## config.mk

```make
export PLATFORM = sky130hd
export DESIGN_NAME = line_buffer_ctrl
export DESIGN_NICKNAME = d
export VERILOG_FILES = /design/src/rtl/edge_pkg.sv /design/src/rtl/raster_counter.sv /design/src/rtl/shift_8_multi_read.sv /design/src/rtl/line_buffer_ctrl.sv
export SDC_FILE = /design/constraint.sdc
export NUM_CORES = 1
export LEC_CHECK = 0
export ABC_AREA = 1
export BUFFER_PORTS_ARGS = -buffer_cell sky130_fd_sc_hd__buf_2
export CAP_MARGIN = 5
export CORE_ASPECT_RATIO = 0.6
export CORE_UTILIZATION = 25
export DETAILED_ROUTE_END_ITERATION = 7
export HOLD_SLACK_MARGIN = 0.02
export SETUP_SLACK_MARGIN = 0.1
export SLEW_MARGIN = 20
export SYNTH_ARGS = -nofsm -noshare
export SYNTH_HDL_FRONTEND = slang
export SYNTH_HIERARCHICAL = 1
export SYNTH_SLANG_ARGS = --single-unit
```

## constraint.sdc

```tcl
create_clock -name clk -period 4.9 [get_ports clk]
set_clock_uncertainty 0.05 [all_clocks]
set_input_delay 0.245 -clock clk [delete_from_list [all_inputs] [get_ports clk]]
set_output_delay 0.245 -clock clk [all_outputs]
set_load 0.05 [all_outputs]
```

## src/rtl/edge_pkg.sv

```systemverilog
// Shared definitions for the edge-detector datapath.
// Latency: n/a (types and constants only).
// Backpressure: n/a.
// Contents: FSM state encoding, default image geometry, window pipeline depth, row counter width.
package edge_pkg;

    // Default frame geometry.
    localparam int IMG_WIDTH_DEF  = 100;
    localparam int IMG_HEIGHT_DEF = 100;

    // Accept-to-window latency: one cycle to write the buffer, one for the taps to settle.
    localparam int WIN_LATENCY = 2;

    // Row counter width, enough for 1024 rows.
    localparam int ROW_W = 10;

    // Line-buffer controller FSM states.
    typedef logic [1:0] lb_state_t;
    localparam lb_state_t ST_IDLE = 2'd0;
    localparam lb_state_t ST_FILL = 2'd1;
    localparam lb_state_t ST_RUN  = 2'd2;
    localparam lb_state_t ST_DONE = 2'd3;

endpackage

```

## src/rtl/raster_counter.sv

```systemverilog
// Raster column/row position counter with wrap, clear and enable.
// Latency: position updates on the edge after en/clr; flags are combinational from the position.
// Backpressure: none; advances only when en is high.
// Ports: clr forces the current beat to be treated as pixel (0,0); en consumes one pixel;
//        col/row hold the position of the next expected pixel; last_col/last_pix flag the row/frame end.
module raster_counter #(
    parameter int WIDTH  = 4,
    parameter int HEIGHT = 4,
    parameter int COL_W  = 7,
    parameter int ROW_W  = 10
) (
    input  logic             clk,
    input  logic             rst_n,
    input  logic             clr,
    input  logic             en,
    output logic [COL_W-1:0] col,
    output logic [ROW_W-1:0] row,
    output logic             last_col,
    output logic             last_pix
);

    logic [COL_W-1:0] base_col;
    logic [ROW_W-1:0] base_row;
    logic             base_last;

    // When clr and en coincide the beat itself is pixel (0,0), so advance from origin.
    always_comb begin
        base_col  = clr ? '0 : col;
        base_row  = clr ? '0 : row;
        base_last = (base_col == COL_W'(WIDTH - 1));
    end

    always_ff @(posedge clk or negedge rst_n) begin
        if (!rst_n) begin
            col <= '0;
            row <= '0;
        end else if (en) begin
            if (base_last) begin
                col <= '0;
                row <= base_row + ROW_W'(1);
            end else begin
                col <= base_col + COL_W'(1);
                row <= base_row;
            end
        end else if (clr) begin
            col <= '0;
            row <= '0;
        end
    end

    assign last_col = (col == COL_W'(WIDTH - 1));
    assign last_pix = last_col && (row == ROW_W'(HEIGHT - 1));

endmodule

```

## src/rtl/shift_8_multi_read.sv

```systemverilog
// Two-row line buffer with a 3x3 tap window shifted on every column write.
// Latency: taps reflect a write one edge after write_en.
// Backpressure: none; accepts a write every cycle.
// Ports: write_en/addr/wr_data write the current pixel at its column;
//        taps[r][c] is row r (0 = oldest row) and column c (2 = newest column).
module shift_8_multi_read #(
    parameter int ADDR_W = 7,
    parameter int DATA_W = 32
) (
    input  logic                         clk,
    input  logic                         rst_n,
    input  logic                         write_en,
    input  logic [ADDR_W-1:0]            addr,
    input  logic [DATA_W-1:0]            wr_data,
    output logic [2:0][2:0][DATA_W-1:0]  taps
);

    localparam int DEPTH = 2 ** ADDR_W;

    // line0 holds the previous row, line1 the row before that.
    logic [DATA_W-1:0] line0 [DEPTH];
    logic [DATA_W-1:0] line1 [DEPTH];

    always_ff @(posedge clk) begin
        if (write_en) begin
            line0[addr] <= wr_data;
            line1[addr] <= line0[addr];
        end
    end

    always_ff @(posedge clk or negedge rst_n) begin
        if (!rst_n) begin
            taps <= '0;
        end else if (write_en) begin
            for (int r = 0; r < 3; r++) begin
                taps[r][0] <= taps[r][1];
                taps[r][1] <= taps[r][2];
            end
            taps[0][2] <= line1[addr];
            taps[1][2] <= line0[addr];
            taps[2][2] <= wr_data;
        end
    end

endmodule

```

## src/rtl/line_buffer_ctrl.sv

```systemverilog
// Line-buffer sequencer: raster pixel stream in, buffer writes and 3x3 window strobes out.
// Latency: accept at N -> mem_write_en at N+1, win_valid at N+2; one pixel per cycle.
// Backpressure: in_ready drops only for the single DONE cycle after a frame; no window backpressure.
// Ports: in_valid/in_ready/in_data/in_sof pixel input; mem_* buffer write; win_* window centre strobe;
//        frame_done pulses after the last pixel; sof_err pulses when a frame is restarted mid-way.
module line_buffer_ctrl
    import edge_pkg::*;
#(
    parameter int IMG_WIDTH  = IMG_WIDTH_DEF,
    parameter int IMG_HEIGHT = IMG_HEIGHT_DEF,
    parameter int ADDR_W     = 7,
    parameter int DATA_W     = 32
) (
    input  logic              clk,
    input  logic              rst_n,
    input  logic              in_valid,
    output logic              in_ready,
    input  logic [DATA_W-1:0] in_data,
    input  logic              in_sof,
    output logic              mem_write_en,
    output logic [ADDR_W-1:0] mem_addr,
    output logic [DATA_W-1:0] mem_wr_data,
    output logic              win_valid,
    output logic [ADDR_W-1:0] win_col,
    output logic [ROW_W-1:0]  win_row,
    output logic              frame_done,
    output logic              sof_err
);

    lb_state_t state, state_nxt;

    logic              accept;
    logic              in_frame;
    logic              sof_hit;
    logic              wr_beat;
    logic              win_hit;
    logic [ADDR_W-1:0] col;
    logic [ROW_W-1:0]  row;
    logic              last_col;
    logic              last_pix;

    // Taps feed the Sobel stage, which sits outside this controller.
    logic [2:0][2:0][DATA_W-1:0] win_taps_unused;

    // Window pipeline: stage 0 is loaded at the accept edge, the last stage drives the outputs.
    logic [WIN_LATENCY-1:0] win_v_pipe;
    logic [ADDR_W-1:0]      win_c_pipe [WIN_LATENCY];
    logic [ROW_W-1:0]       win_r_pipe [WIN_LATENCY];

    // Held low during reset so upstream never sees a spurious ready.
    assign in_ready   = rst_n && (state != ST_DONE);
    assign frame_done = (state == ST_DONE);

    assign accept   = in_valid && in_ready;
    assign in_frame = (state == ST_FILL) || (state == ST_RUN);
    assign sof_hit  = accept && in_sof;
    // IDLE beats without SOF are swallowed without a write.
    assign wr_beat  = accept && (in_sof || in_frame);
    // A window needs two rows above and two columns to the left; the centre lags by one in both.
    assign win_hit  = accept && !in_sof && (state == ST_RUN) && (col >= ADDR_W'(2));

    raster_counter #(
        .WIDTH  (IMG_WIDTH),
        .HEIGHT (IMG_HEIGHT),
        .COL_W  (ADDR_W),
        .ROW_W  (ROW_W)
    ) u_raster (
        .clk      (clk),
        .rst_n    (rst_n),
        .clr      (sof_hit),
        .en       (wr_beat),
        .col      (col),
        .row      (row),
        .last_col (last_col),
        .last_pix (last_pix)
    );

    always_comb begin
        state_nxt = state;
        case (state)
            ST_IDLE: begin
                if (sof_hit) state_nxt = ST_FILL;
            end
            ST_FILL: begin
                if (sof_hit) begin
                    state_nxt = ST_FILL;
                end else if (accept && last_col && (row == ROW_W'(1))) begin
                    state_nxt = ST_RUN;
                end
            end
            ST_RUN: begin
                if (sof_hit) begin
                    state_nxt = ST_FILL;
                end else if (accept && last_pix) begin
                    state_nxt = ST_DONE;
                end
            end
            ST_DONE: state_nxt = ST_IDLE;
            default: state_nxt = ST_IDLE;
        endcase
    end

    always_ff @(posedge clk or negedge rst_n) begin
        if (!rst_n) begin
            state <= ST_IDLE;
        end else begin
            state <= state_nxt;
        end
    end

    // Buffer write stage.
    always_ff @(posedge clk or negedge rst_n) begin
        if (!rst_n) begin
            mem_write_en <= 1'b0;
            mem_addr     <= '0;
            mem_wr_data  <= '0;
            sof_err      <= 1'b0;
        end else begin
            mem_write_en <= wr_beat;
            sof_err      <= sof_hit && in_frame;
            if (wr_beat) begin
                mem_addr    <= in_sof ? '0 : col;
                mem_wr_data <= in_data;
            end
        end
    end

    // Window strobe pipeline; coordinates only load on a real window so idle cycles leave them quiet.
    always_ff @(posedge clk or negedge rst_n) begin
        if (!rst_n) begin
            win_v_pipe <= '0;
            for (int k = 0; k < WIN_LATENCY; k++) begin
                win_c_pipe[k] <= '0;
                win_r_pipe[k] <= '0;
            end
        end else begin
            win_v_pipe <= {win_v_pipe[WIN_LATENCY-2:0], win_hit};
            if (win_hit) begin
                win_c_pipe[0] <= col - ADDR_W'(1);
                win_r_pipe[0] <= row - ROW_W'(1);
            end
            for (int k = 1; k < WIN_LATENCY; k++) begin
                win_c_pipe[k] <= win_c_pipe[k-1];
                win_r_pipe[k] <= win_r_pipe[k-1];
            end
        end
    end

    assign win_valid = win_v_pipe[WIN_LATENCY-1];
    assign win_col   = win_c_pipe[WIN_LATENCY-1];
    assign win_row   = win_r_pipe[WIN_LATENCY-1];

    shift_8_multi_read #(
        .ADDR_W (ADDR_W),
        .DATA_W (DATA_W)
    ) u_linebuf (
        .clk      (clk),
        .rst_n    (rst_n),
        .write_en (mem_write_en),
        .addr     (mem_addr),
        .wr_data  (mem_wr_data),
        .taps     (win_taps_unused)
    );

endmodule

```

After elaboration in Yosys (flattened, before gate mapping) --
Index checks and enable logic that the tools add are counted.
Operators by class: $add $sub $neg 4, equal/unequal tests 11, muxes and demuxes 13, reduce and logical (&&, ||, !) cells 17, $lt $le $gt $ge 1
Operators with widths (number):
- $mux 10 | 3
- $mux 7 | 4
- $eq 7x7->1 const B | 2
- $logic_and 1x1->1 | 12
- $add 10x1->10 const B | 1
- $eq 10x1->1 const B | 1
- $eq 10x7->1 const B | 1
- $mux 2 | 5
- $sub 10x1->10 const B | 1
- $pmux 2 s4 | 1
- $add 7x1->7 const B | 1
- $ge 7x2->1 const B | 1
- $sub 7x1->7 const B | 1
- $ne 3x2->1 const B | 2
- $eq 2x2->1 const B | 2
- $ne 2x2->1 const B | 2
- $reduce_and 3->1 | 1
- $eq 2x1->1 const B | 1
- $logic_not 2->1 | 1
- $logic_or 1x1->1 | 2
- $logic_not 1->1 | 1
Word-level totals: input bits 36, output and inout port bits 61, word-level logic and storage cells 58, flip-flop bits (word level) 96

Longest topological paths before layout --
Gate-level depths: netlist (run 1).
depth after elaboration 8, mapped depth 18, mapped depth without buffers 16

Modules after synthesis --
The synthesis (run 1) kept the hierarchy.
Modules (own cells, without submodules):
- line_buffer_ctrl | sequential area each 1976.9 um^2, area an instance 3395.8 um^2, cells an instance 369, times used 1
- raster_counter | sequential area each 425.4 um^2, area an instance 1134.8 um^2, cells an instance 170, times used 1

Worst setup path after synthesis (run 1) --
OpenSTA, ideal clock, no wires.
path kind register to register, start point register state[0], end point register u_raster.row[5], data required time 4.737 ns, setup slack 1.577 ns, data arrival time 3.160 ns, period minus slack after synthesis 3.323 ns, library setup time 0.113 ns, path buffers 2, cell stages (with the launch flop) 19, cells stage by stage dfrtp_1 ha_1 nor2_1 nand3_1 inv_1 inv_2 buf_2 nand2_1 inv_1 ha_1 inv_1 nor2_1 nand2_2 nor2_4 buf_6 nand2_1 o21ai_2 nand2_1 inv_1
Between the ends: longest elaborated chain between the ends 8, elaborated cells on any way between the ends 15, those cells by class add/sub (1); eq/ne (4); mux (4); reduce/logical (6)
Ends and longest elaborated chain:
- start, declared | RTL line line_buffer_ctrl.sv:30 | lb_state_t state, state_nxt;
- start signal, assigned | RTL line line_buffer_ctrl.sv:107 | state <= state_nxt;
- $ne 2x2->1 (*) | RTL line line_buffer_ctrl.sv:51 | assign in_ready = rst_n && (state != ST_DONE);
- $logic_and 1x1->1 (*) | RTL line line_buffer_ctrl.sv:51
- named net in_ready | RTL line line_buffer_ctrl.sv:17 | output logic in_ready,
- $logic_and 1x1->1 (*) | RTL line line_buffer_ctrl.sv:54 | assign accept = in_valid && in_ready;
- $logic_and 1x1->1 (*) | RTL line line_buffer_ctrl.sv:56 | assign sof_hit = accept && in_sof;
- named net sof_hit | RTL line line_buffer_ctrl.sv:34 | logic sof_hit;
- $mux 10 / $mux 7 (equally long branches)
- $add 10x1->10 / $eq 7x7->1 (equally long branches) | RTL line raster_counter.sv:40, raster_counter.sv:30
- $mux 10 | RTL line raster_counter.sv:38 | if (base_last) begin
- $mux 10 (*) | RTL line raster_counter.sv:37 | end else if (en) begin
- end signal, assigned | RTL line raster_counter.sv:40 | row <= base_row + ROW_W'(1);
- end signal, assigned | RTL line raster_counter.sv:43 | row <= base_row;
- end, declared | RTL line raster_counter.sv:17 | output logic [ROW_W-1:0] row,
Mark *: on every way through the listed nets, which the timed path passes. The rest lies on a longest branch. A chain may end at the register's enable or synchronous reset.

Worst setup path in the final report (run 1) --
start point input port rst_n, end point register u_raster.row[8]
Between the ends: longest elaborated chain between the ends 7, elaborated cells on any way between the ends 10, those cells by class add/sub (1); eq/ne (1); mux (4); reduce/logical (4)
Ends and longest elaborated chain:
- start, declared | RTL line line_buffer_ctrl.sv:15 | input logic rst_n,
- $logic_and 1x1->1 (*) | RTL line line_buffer_ctrl.sv:51
- $logic_and 1x1->1 (*) | RTL line line_buffer_ctrl.sv:54
- $logic_and 1x1->1 (*) | RTL line line_buffer_ctrl.sv:56
- named net sof_hit | RTL line line_buffer_ctrl.sv:34
- $mux 10 / $mux 7 (equally long branches)
- $add 10x1->10 / $eq 7x7->1 (equally long branches) | RTL line raster_counter.sv:40, raster_counter.sv:30
- $mux 10 | RTL line raster_counter.sv:38
- $mux 10 (*) | RTL line raster_counter.sv:37
Marks and branches as above.

==> impl_metrics.sql, run 1 <==
INSERT INTO impl_metrics (metric_group, metric, value, unit) VALUES
('sta', 'totalNegativeSetupSlack', '0', 'ns'),
('routing', 'route.vias.total', '3510', ''),
('cells_and_area', 'finalNetCount', '665', ''),
('sta', 'tightestPinTransition', '0.659', 'ns'),
('power_and_ir_drop', 'share_seq_of_total_power', '0.362', ''),
('routing', 'antenna_violating_nets_post_route', '0', ''),
('synthesis', 'synth_edf_count', '0', ''),
('min_path', 'hp-class', 'input pin to flip-flop', ''),
('global_route', 'pin_count_of_the_biggest_net_entering_global_routing', '51', ''),
('routing', 'first_pass_iters', '5', ''),
('synthesis', 'asyncSetResetFlopFracSynth', '1.00', ''),
('global_route', 'globalRouteOverflowTotal', '0', ''),
('cts', 'cts_sinks', '96', ''),
('sta', 'finalCritPeriodShare', '0.641', ''),
('routing', 'viasPerCell', '4.10', ''),
('synthesis', 'post_synth_most_frequent_cells', '203 x sky130_fd_sc_hd__nand2_1, 96 x sky130_fd_sc_hd__dfrtp_1, 60 x sky130_fd_sc_hd__inv_1, 38 x sky130_fd_sc_hd__nor2_1, 22 x sky130_fd_sc_hd__nand3_1', ''),
('synthesis', 'post_synth_inst_count', '539', ''),
('sta', 'final_hold_viol_count', '0', ''),
('synthesis', 'area_fraction_of_the_dominant_cell_type_after_synthesis', '0.530', ''),
('setup_path', 'crit_path_top_delay_cell', 'sky130_fd_sc_hd__dlygate4sd3_1', ''),
('cts', 'clock_latency', '0.34', 'ns'),
('power_and_ir_drop', 'p_sw', '0.00153', 'W'),
('setup_path', 'worstPathCellList', 'dlygate4sd3_1 -> buf_4 -> inv_1 -> nor2_1 -> nand3_1 -> inv_1 -> inv_2 -> nand2_1 -> inv_1 -> ha_1 -> inv_1 -> nor2_1 -> nand2_2 -> nor2_4 -> nand4_1 -> nand2_1 -> inv_1', ''),
('setup_path', 'timing.critical_path.required', '5.09', 'ns'),
('routing', 'drt-total-wl', '10500', 'µm'),
('cts', 'htree_num_levels', '3', ''),
('power_and_ir_drop', 'power_density', '607', 'mW/mm²'),
('cells_and_area', 'final_cell_area', '0.00542', 'mm²'),
('sta', 'final-max-slew-violation-count', '0', ''),
('cells_and_area', 'multi_input_gate_area', '0.00166', 'mm²'),
('cts', 'clock_tree_from_tritoncts', 'done', ''),
('synthesis', 'ys_seq_elements', '96', ''),
('cts', 'clk_transition_reported_paths', '0.07', 'ns'),
('outcome', 'run_status', 'finished, final reports clean', ''),
('synthesis', 'netlist_top_cells_area', 'sky130_fd_sc_hd__dfrtp_1 53%, sky130_fd_sc_hd__nand2_1 17%, sky130_fd_sc_hd__inv_1 5.0%', ''),
('cts', 'clock_tree.root_cell', 'sky130_fd_sc_hd__clkbuf_16', ''),
('sta', 'min_period', '3.14', 'ns'),
('global_route', 'grt_pass1_wl', '17500', 'µm'),
('power_and_ir_drop', 'sw_frac_of_total', '0.465', ''),
('setup_path', 'timing.critical_path.from_type', 'input pin', ''),
('setup_path', 'timing.critical_path.fanout_max', '50', ''),
('die', 'die-width', '176', 'µm'),
('cells_and_area', 'fillCellCount', '1880', ''),
('cells_and_area', 'insertedDiodeCount', '0', ''),
('global_route', 'grtUsageTotal', '0.122', ''),
('placed_design', 'detailedPlace.worstSlack', '1.92', 'ns'),
('sta', 'max_clock_freq', '318', 'MHz'),
('cts', 'cts_repair_resize_count', '0', ''),
('cells_and_area', 'final-seq-area', '0.00240', 'mm²'),
('power_and_ir_drop', 'power.static_leakage', '3.03', 'nW'),
('cts', 'clock_tree.buffer_depth', '2', ''),
('sta', 'report.final.setup_viol', '0', ''),
('synthesis', 'synth.most_common_cell', 'sky130_fd_sc_hd__nand2_1', ''),
('power_and_ir_drop', 'power.total', '0.00329', 'W'),
('setup_path', 'criticalPathCategory', 'input pin to flip-flop', ''),
('cells_and_area', 'post_layout_nonfiller_instances', '857', ''),
('synthesis', 'postSynthAreaPerCell', '8.41', 'µm²'),
('placed_design', 'dpl_cell_area', '0.00510', 'mm²'),
('power_and_ir_drop', 'power_frac_clock', '0.221', ''),
('placed_design', 'place_congestion', '0.845', ''),
('routing', 'post_drt_wl_per_cell', '12.3', 'µm'),
('routing', 'drt_iter0_markers', '316', ''),
('setup_path', 'timing.critical_path.slowest_cell_delay', '0.54', 'ns'),
('synthesis', 'synth_nets', '586', ''),
('sta', 'timing.final.ws_setup', '1.76', 'ns'),
('cts', 'cts_inserted_buffers', '9', ''),
('die', 'num_rows', '37', ''),
('placed_design', 'placedCellCount', '840', ''),
('global_route', 'antenna_found_initial', '2', ''),
('placed_design', 'portBuffers', '96', ''),
('cells_and_area', 'areaGrowthSynthToFinish', '19.7', '%');
==> repair_timing <==
item                       4_1_cts  5_1_grt
hold endpoints to repair        46        0
buffers inserted                 0        0
hold buffers                     1        0
setup endpoints to repair        0        0
==> critical path, delay by kind of cell <==
kind	cells	cell delay, ns
buffers and inverters	8	1.68
AND/OR/NAND/NOR	8	1.18
adder cells (fa/ha/maj)	1	0.19
==> layout make-up <==
class	instances	share of cell area
repair buffers	99	0.0937
well taps	234	0.0540
flip-flops and latches	96	0.443
clock inverters	7	0.0157
multi-input cells	346	0.306
clock buffers	9	0.0415
inverters	66	0.0459
==> sequential cells by signal, indices dropped and copies added, names as in the netlist <==
signal and flops:
win_r_pipe 10, u_raster/col 7, sof_err 1, u_raster/row 10, state 2, mem_write_en 1, win_col 7, mem_addr 7
win_row 10, win_c_pipe 7, win_v_pipe 2, mem_wr_data 32
==> metrics by stage <==
| step | utilization | hold slack, ns |
|---|---|---|
| floorplan | - | -0.101 |
| global placement | 0.293 | 0.258 |
| detailed placement | 0.293 | 0.256 |
| CTS | 0.311 | 0.0337 |
| global route | 0.311 | 0.0441 |
| finish | 0.311 | 0.0488 |
==> per-layer routing <==
layer | vias to the layer above | share of wire | track usage
met5 | - | 0.00095 | 0
met4 | 2 | 0.0087 | 0.0317
met3 | 10 | 0.084 | 0.0426
met2 | 114 | 0.34 | 0.145
met1 | 1588 | 0.57 | 0.195
li1 | 1796 | - | -
==> placed cells by master, fill, tap and decap left out, drive strengths merged, types with 3 or more instances in the layout <==
cell and count:
nand2 205, buf 98, dfrtp 96, inv 68, nor2 45, o21ai 26, nand3 24, nand4 13
ha 11, clkbuf 9, xor2 6, xnor2 4, a21oi 4, clkinv 4, nor3 3
==> path summary, 6_finish.rpt <==
kind / from / endpoint / cells past startpoint
max: rst_n / u_raster/row[8] / 17
min: in_data[17] / mem_wr_data[17] / 3
max reg2reg: state[1] / u_raster/row[8] / 15
min reg2reg: win_v_pipe[0] / win_v_pipe[1] / 0
max in group asynchronous: rst_n / win_row[1] / 3
min in group asynchronous: rst_n / win_row[8] / 2
==> cell families (layout without fill, tap and decap cells) <==
| logic type | Yosys count | count (layout) | synth area share |
|---|---|---|---|
| buffers and inverters | 97 | 181 | 0.104 |
| AND/OR/NAND/NOR | 295 | 295 | 0.276 |
| adder cells (fa/ha/maj) | 11 | 11 | 0.0304 |
| XOR/XNOR | 10 | 10 | 0.0193 |
| AO/OA/AOI/OAI | 30 | 30 | 0.0406 |
| flip-flops | 96 | 96 | 0.530 |
==> power by group through the flow <==
stage          registers (W)  clock network, W  logic, W
2_1_floorplan        0.00166                 0  0.000643
3_3_place_gp         0.00121                 0   0.00138
3_5_place_dp         0.00120                 0   0.00139
4_1_cts              0.00120          0.000752   0.00139
5_1_grt              0.00123          0.000781   0.00149
6_report             0.00119          0.000726   0.00137
(Power assumes the default switching activity.)
==> inputs of run 2 (changes only) <==
Clock period 4.9 ns to 2.8 ns, I/O delays scaled along.
==> run 2 against run 1 <==
Net effect: critical path depth is 3 lower; first-iteration DRC count is 12% lower; flip-flop and latch count stayed put; critical endpoint is now u_raster/col[0]; sequential share of layout area is 3.2 points lower; total power is 76% higher; sequential power is 75% higher; register-to-register slack worse by 1.6 ns; wire length is 5.9% higher; via count is 5.7% higher; count of clock-buffer cells in the layout is 1 higher.
==> impl_metrics.sql, run 2 (same netlist as run 1, synthesis figures left out) <==
INSERT INTO impl_metrics (metric_group, metric, value, unit) VALUES
('global_route', 'vias_in_the_first_global_route', '3466', ''),
('sta', 'max_clock_freq', '402', 'MHz'),
('power_and_ir_drop', 'power_frac_clock', '0.215', ''),
('global_route', 'grtUsageTotal', '0.125', ''),
('cells_and_area', 'final_cell_area', '0.00584', 'mm²'),
('sta', 'slew_headroom', '0.496', ''),
('run', 'cap_viol_max_count', '0', ''),
('routing', 'route.vias.total', '3709', ''),
('power_and_ir_drop', 'power_density', '993', 'mW/mm²'),
('die', 'fp.dieArea', '0.0187', 'mm²'),
('sta', 'finalCritPeriodShare', '0.888', ''),
('cts', 'cts_sinks', '96', ''),
('cells_and_area', 'largest_reg_flops', '32', ''),
('cells_and_area', 'areaGrowthSynthToFinish', '28.9', '%'),
('sta', 'report.final.setup_viol', '0', ''),
('routing', 'post_drt_wl_per_cell', '12.4', 'µm'),
('cells_and_area', 'finalNetCount', '708', ''),
('power_and_ir_drop', 'p_sw', '0.00274', 'W'),
('power_and_ir_drop', 'cell_internal_pwr', '0.00306', 'W'),
('cells_and_area', 'multi_input_gate_area', '0.00170', 'mm²'),
('placed_design', 'placedCellCount', '844', ''),
('cells_and_area', 'fillCellCount', '1851', ''),
('power_and_ir_drop', 'power.static_leakage', '3.20', 'nW'),
('routing', 'drt_iter0_markers', '277', ''),
('cts', 'htree_num_levels', '3', ''),
('cts', 'clk_transition_reported_paths', '0.07', 'ns'),
('min_path', 'hp-class', 'input pin to flip-flop', ''),
('setup_path', 'timing.critical_path.fanout_max', '10', ''),
('cts', 'clock_tree_from_tritoncts', 'done', ''),
('setup_path', 'timing.critical_path.from_type', 'flip-flop', ''),
('cells_and_area', 'layout.cells.most_common_list', '203 x sky130_fd_sc_hd__nand2_1, 96 x sky130_fd_sc_hd__buf_2, 96 x sky130_fd_sc_hd__dfrtp_1', ''),
('setup_path', 'criticalPathCategory', 'flip-flop to flip-flop', ''),
('setup_path', 'critPathCaptureType', 'flip-flop', ''),
('sta', 'grt_setup_unrepaired', 'no', ''),
('cells_and_area', 'insertedDiodeCount', '0', ''),
('die', 'die_height', '106', 'µm'),
('power_and_ir_drop', 'share_seq_of_total_power', '0.359', ''),
('placed_design', 'place_congestion', '0.841', ''),
('power_and_ir_drop', 'sw_frac_of_total', '0.472', ''),
('die', 'core_area', '0.0174', 'mm²'),
('setup_path', 'worst_ep_arrival_time', '2.70', 'ns'),
('power_and_ir_drop', 'power.total', '0.00580', 'W'),
('cts', 'clock_tree.buffer_depth', '2', ''),
('routing', 'first_pass_iters', '5', ''),
('sta', 'final-max-slew-violation-count', '0', ''),
('placed_design', 'portBuffers', '96', ''),
('global_route', 'globalRouteOverflowTotal', '0', ''),
('sta', 'min_period', '2.49', 'ns'),
('die', 'design.portCount', '97', ''),
('global_route', 'antenna_found_initial', '0', ''),
('cells_and_area', 'largest-register', 'mem_wr_data', ''),
('outcome', 'run_status', 'finished, final reports clean', ''),
('cells_and_area', 'layout.cells.most_common', 'sky130_fd_sc_hd__nand2_1', ''),
('die', 'die-width', '176', 'µm'),
('power_and_ir_drop', 'irDropWorstVdd', '0.521', 'mV'),
('routing', 'viasPerCell', '4.12', ''),
('cells_and_area', 'post_layout_nonfiller_instances', '900', ''),
('cts', 'cts_inserted_buffers', '9', ''),
('placed_design', 'hpwl', '7650', 'µm'),
('die', 'num_rows', '37', ''),
('sta', 'tightestPinTransition', '0.757', 'ns'),
('power_and_ir_drop', 'combinationalPowerShare', '0.426', ''),
('sta', 'final_hold_viol_count', '0', ''),
('routing', 'antenna_violating_nets_post_route', '0', ''),
('die', 'start_util', '0.260', ''),
('cts', 'clock_latency', '0.35', 'ns'),
('routing', 'remaining_drc_errors', '0', ''),
('placed_design', 'dpl_cell_area', '0.00514', 'mm²'),
('global_route', 'grt_pass1_wl', '18200', 'µm'),
('cells_and_area', 'final-seq-area', '0.00240', 'mm²'),
('global_route', 'pin_count_of_the_biggest_net_entering_global_routing', '61', ''),
('routing', 'drt-total-wl', '11100', 'µm'),
('setup_path', 'timing.critical_path.required', '3.01', 'ns'),
('cts', 'clock_tree.root_cell', 'sky130_fd_sc_hd__clkbuf_16', ''),
('cells_and_area', 'drive_above_1_share', '0.230', ''),
('cells_and_area', 'utilization', '0.336', ''),
('sta', 'totalNegativeSetupSlack', '0', 'ns');
[run 2: metal layers]
metal  global-route usage  up-vias  share of wire
met3               0.0393        5          0.061
met2                0.154      101           0.36
met5                    0        -              0
met1                0.202     1720           0.58
li1                     -     1883              -
met4               0.0224        0         0.0029
[run 2: worst paths after layout]
check                               from              end  slack (ns)  cells after the start
min in group asynchronous          rst_n       win_row[7]        0.36                      3
max reg2reg                     state[0]  u_raster/col[0]        0.31                     14
min reg2reg                win_v_pipe[0]    win_v_pipe[1]        0.30                      0
min                               in_sof          sof_err        0.11                      3
max                             state[0]  u_raster/col[0]        0.31                     14
max in group asynchronous          rst_n   win_c_pipe[11]        1.26                      4
[run 2: what timing repair did]
action | 4_1_cts | 5_1_grt
setup endpoints to repair | 3 | 13
hold buffers | 33 | 0
resized for setup | 0 | 6
pin swaps | 1 | 2
setup buffers | 0 | 5
endpoints found under the hold margin | 68 | 0
gates cloned | 0 | 2
[run 2: per-stage QoR]
step	setup slack [ns]	hold slack, ns
3_5_place_dp	0.103	0.201
3_3_place_gp	0.239	0.211
5_1_grt	0.130	0.112
6_report	0.312	0.107
4_1_cts	0.112	0.144
2_1_floorplan	0.167	-0.206
[run 2: layout make-up]
class                   count  area share
inverters                  66      0.0430
repair buffers            140       0.154
multi-input cells         348       0.290
flip-flops and latches     96       0.411
well taps                 234      0.0501
clock buffers              10      0.0409
clock inverters             6      0.0107
[run 2: critical path, cell delays in order (launching register included)]
cell	delay (ns)
sky130_fd_sc_hd__dfrtp_1	0.43
sky130_fd_sc_hd__ha_2	0.24
sky130_fd_sc_hd__nor2_4	0.10
sky130_fd_sc_hd__nand3_2	0.14
sky130_fd_sc_hd__inv_2	0.16
sky130_fd_sc_hd__buf_4	0.19
sky130_fd_sc_hd__nor2_1	0.07
sky130_fd_sc_hd__ha_1	0.23
sky130_fd_sc_hd__inv_1	0.09
sky130_fd_sc_hd__nor2_1	0.05
sky130_fd_sc_hd__nand2_2	0.15
sky130_fd_sc_hd__nor2_4	0.06
sky130_fd_sc_hd__buf_2	0.16
sky130_fd_sc_hd__buf_4	0.14
sky130_fd_sc_hd__nor3_1	0.13
[run 2: power by group through the flow]
stage,clock [W],combinational [W],sequential (W)
2_1_floorplan,0,0.00113,0.00291
6_report,0.00125,0.00247,0.00208
5_1_grt,0.00135,0.00266,0.00215
3_5_place_dp,0,0.00245,0.00210
3_3_place_gp,0,0.00244,0.00210
4_1_cts,0.00129,0.00248,0.00209
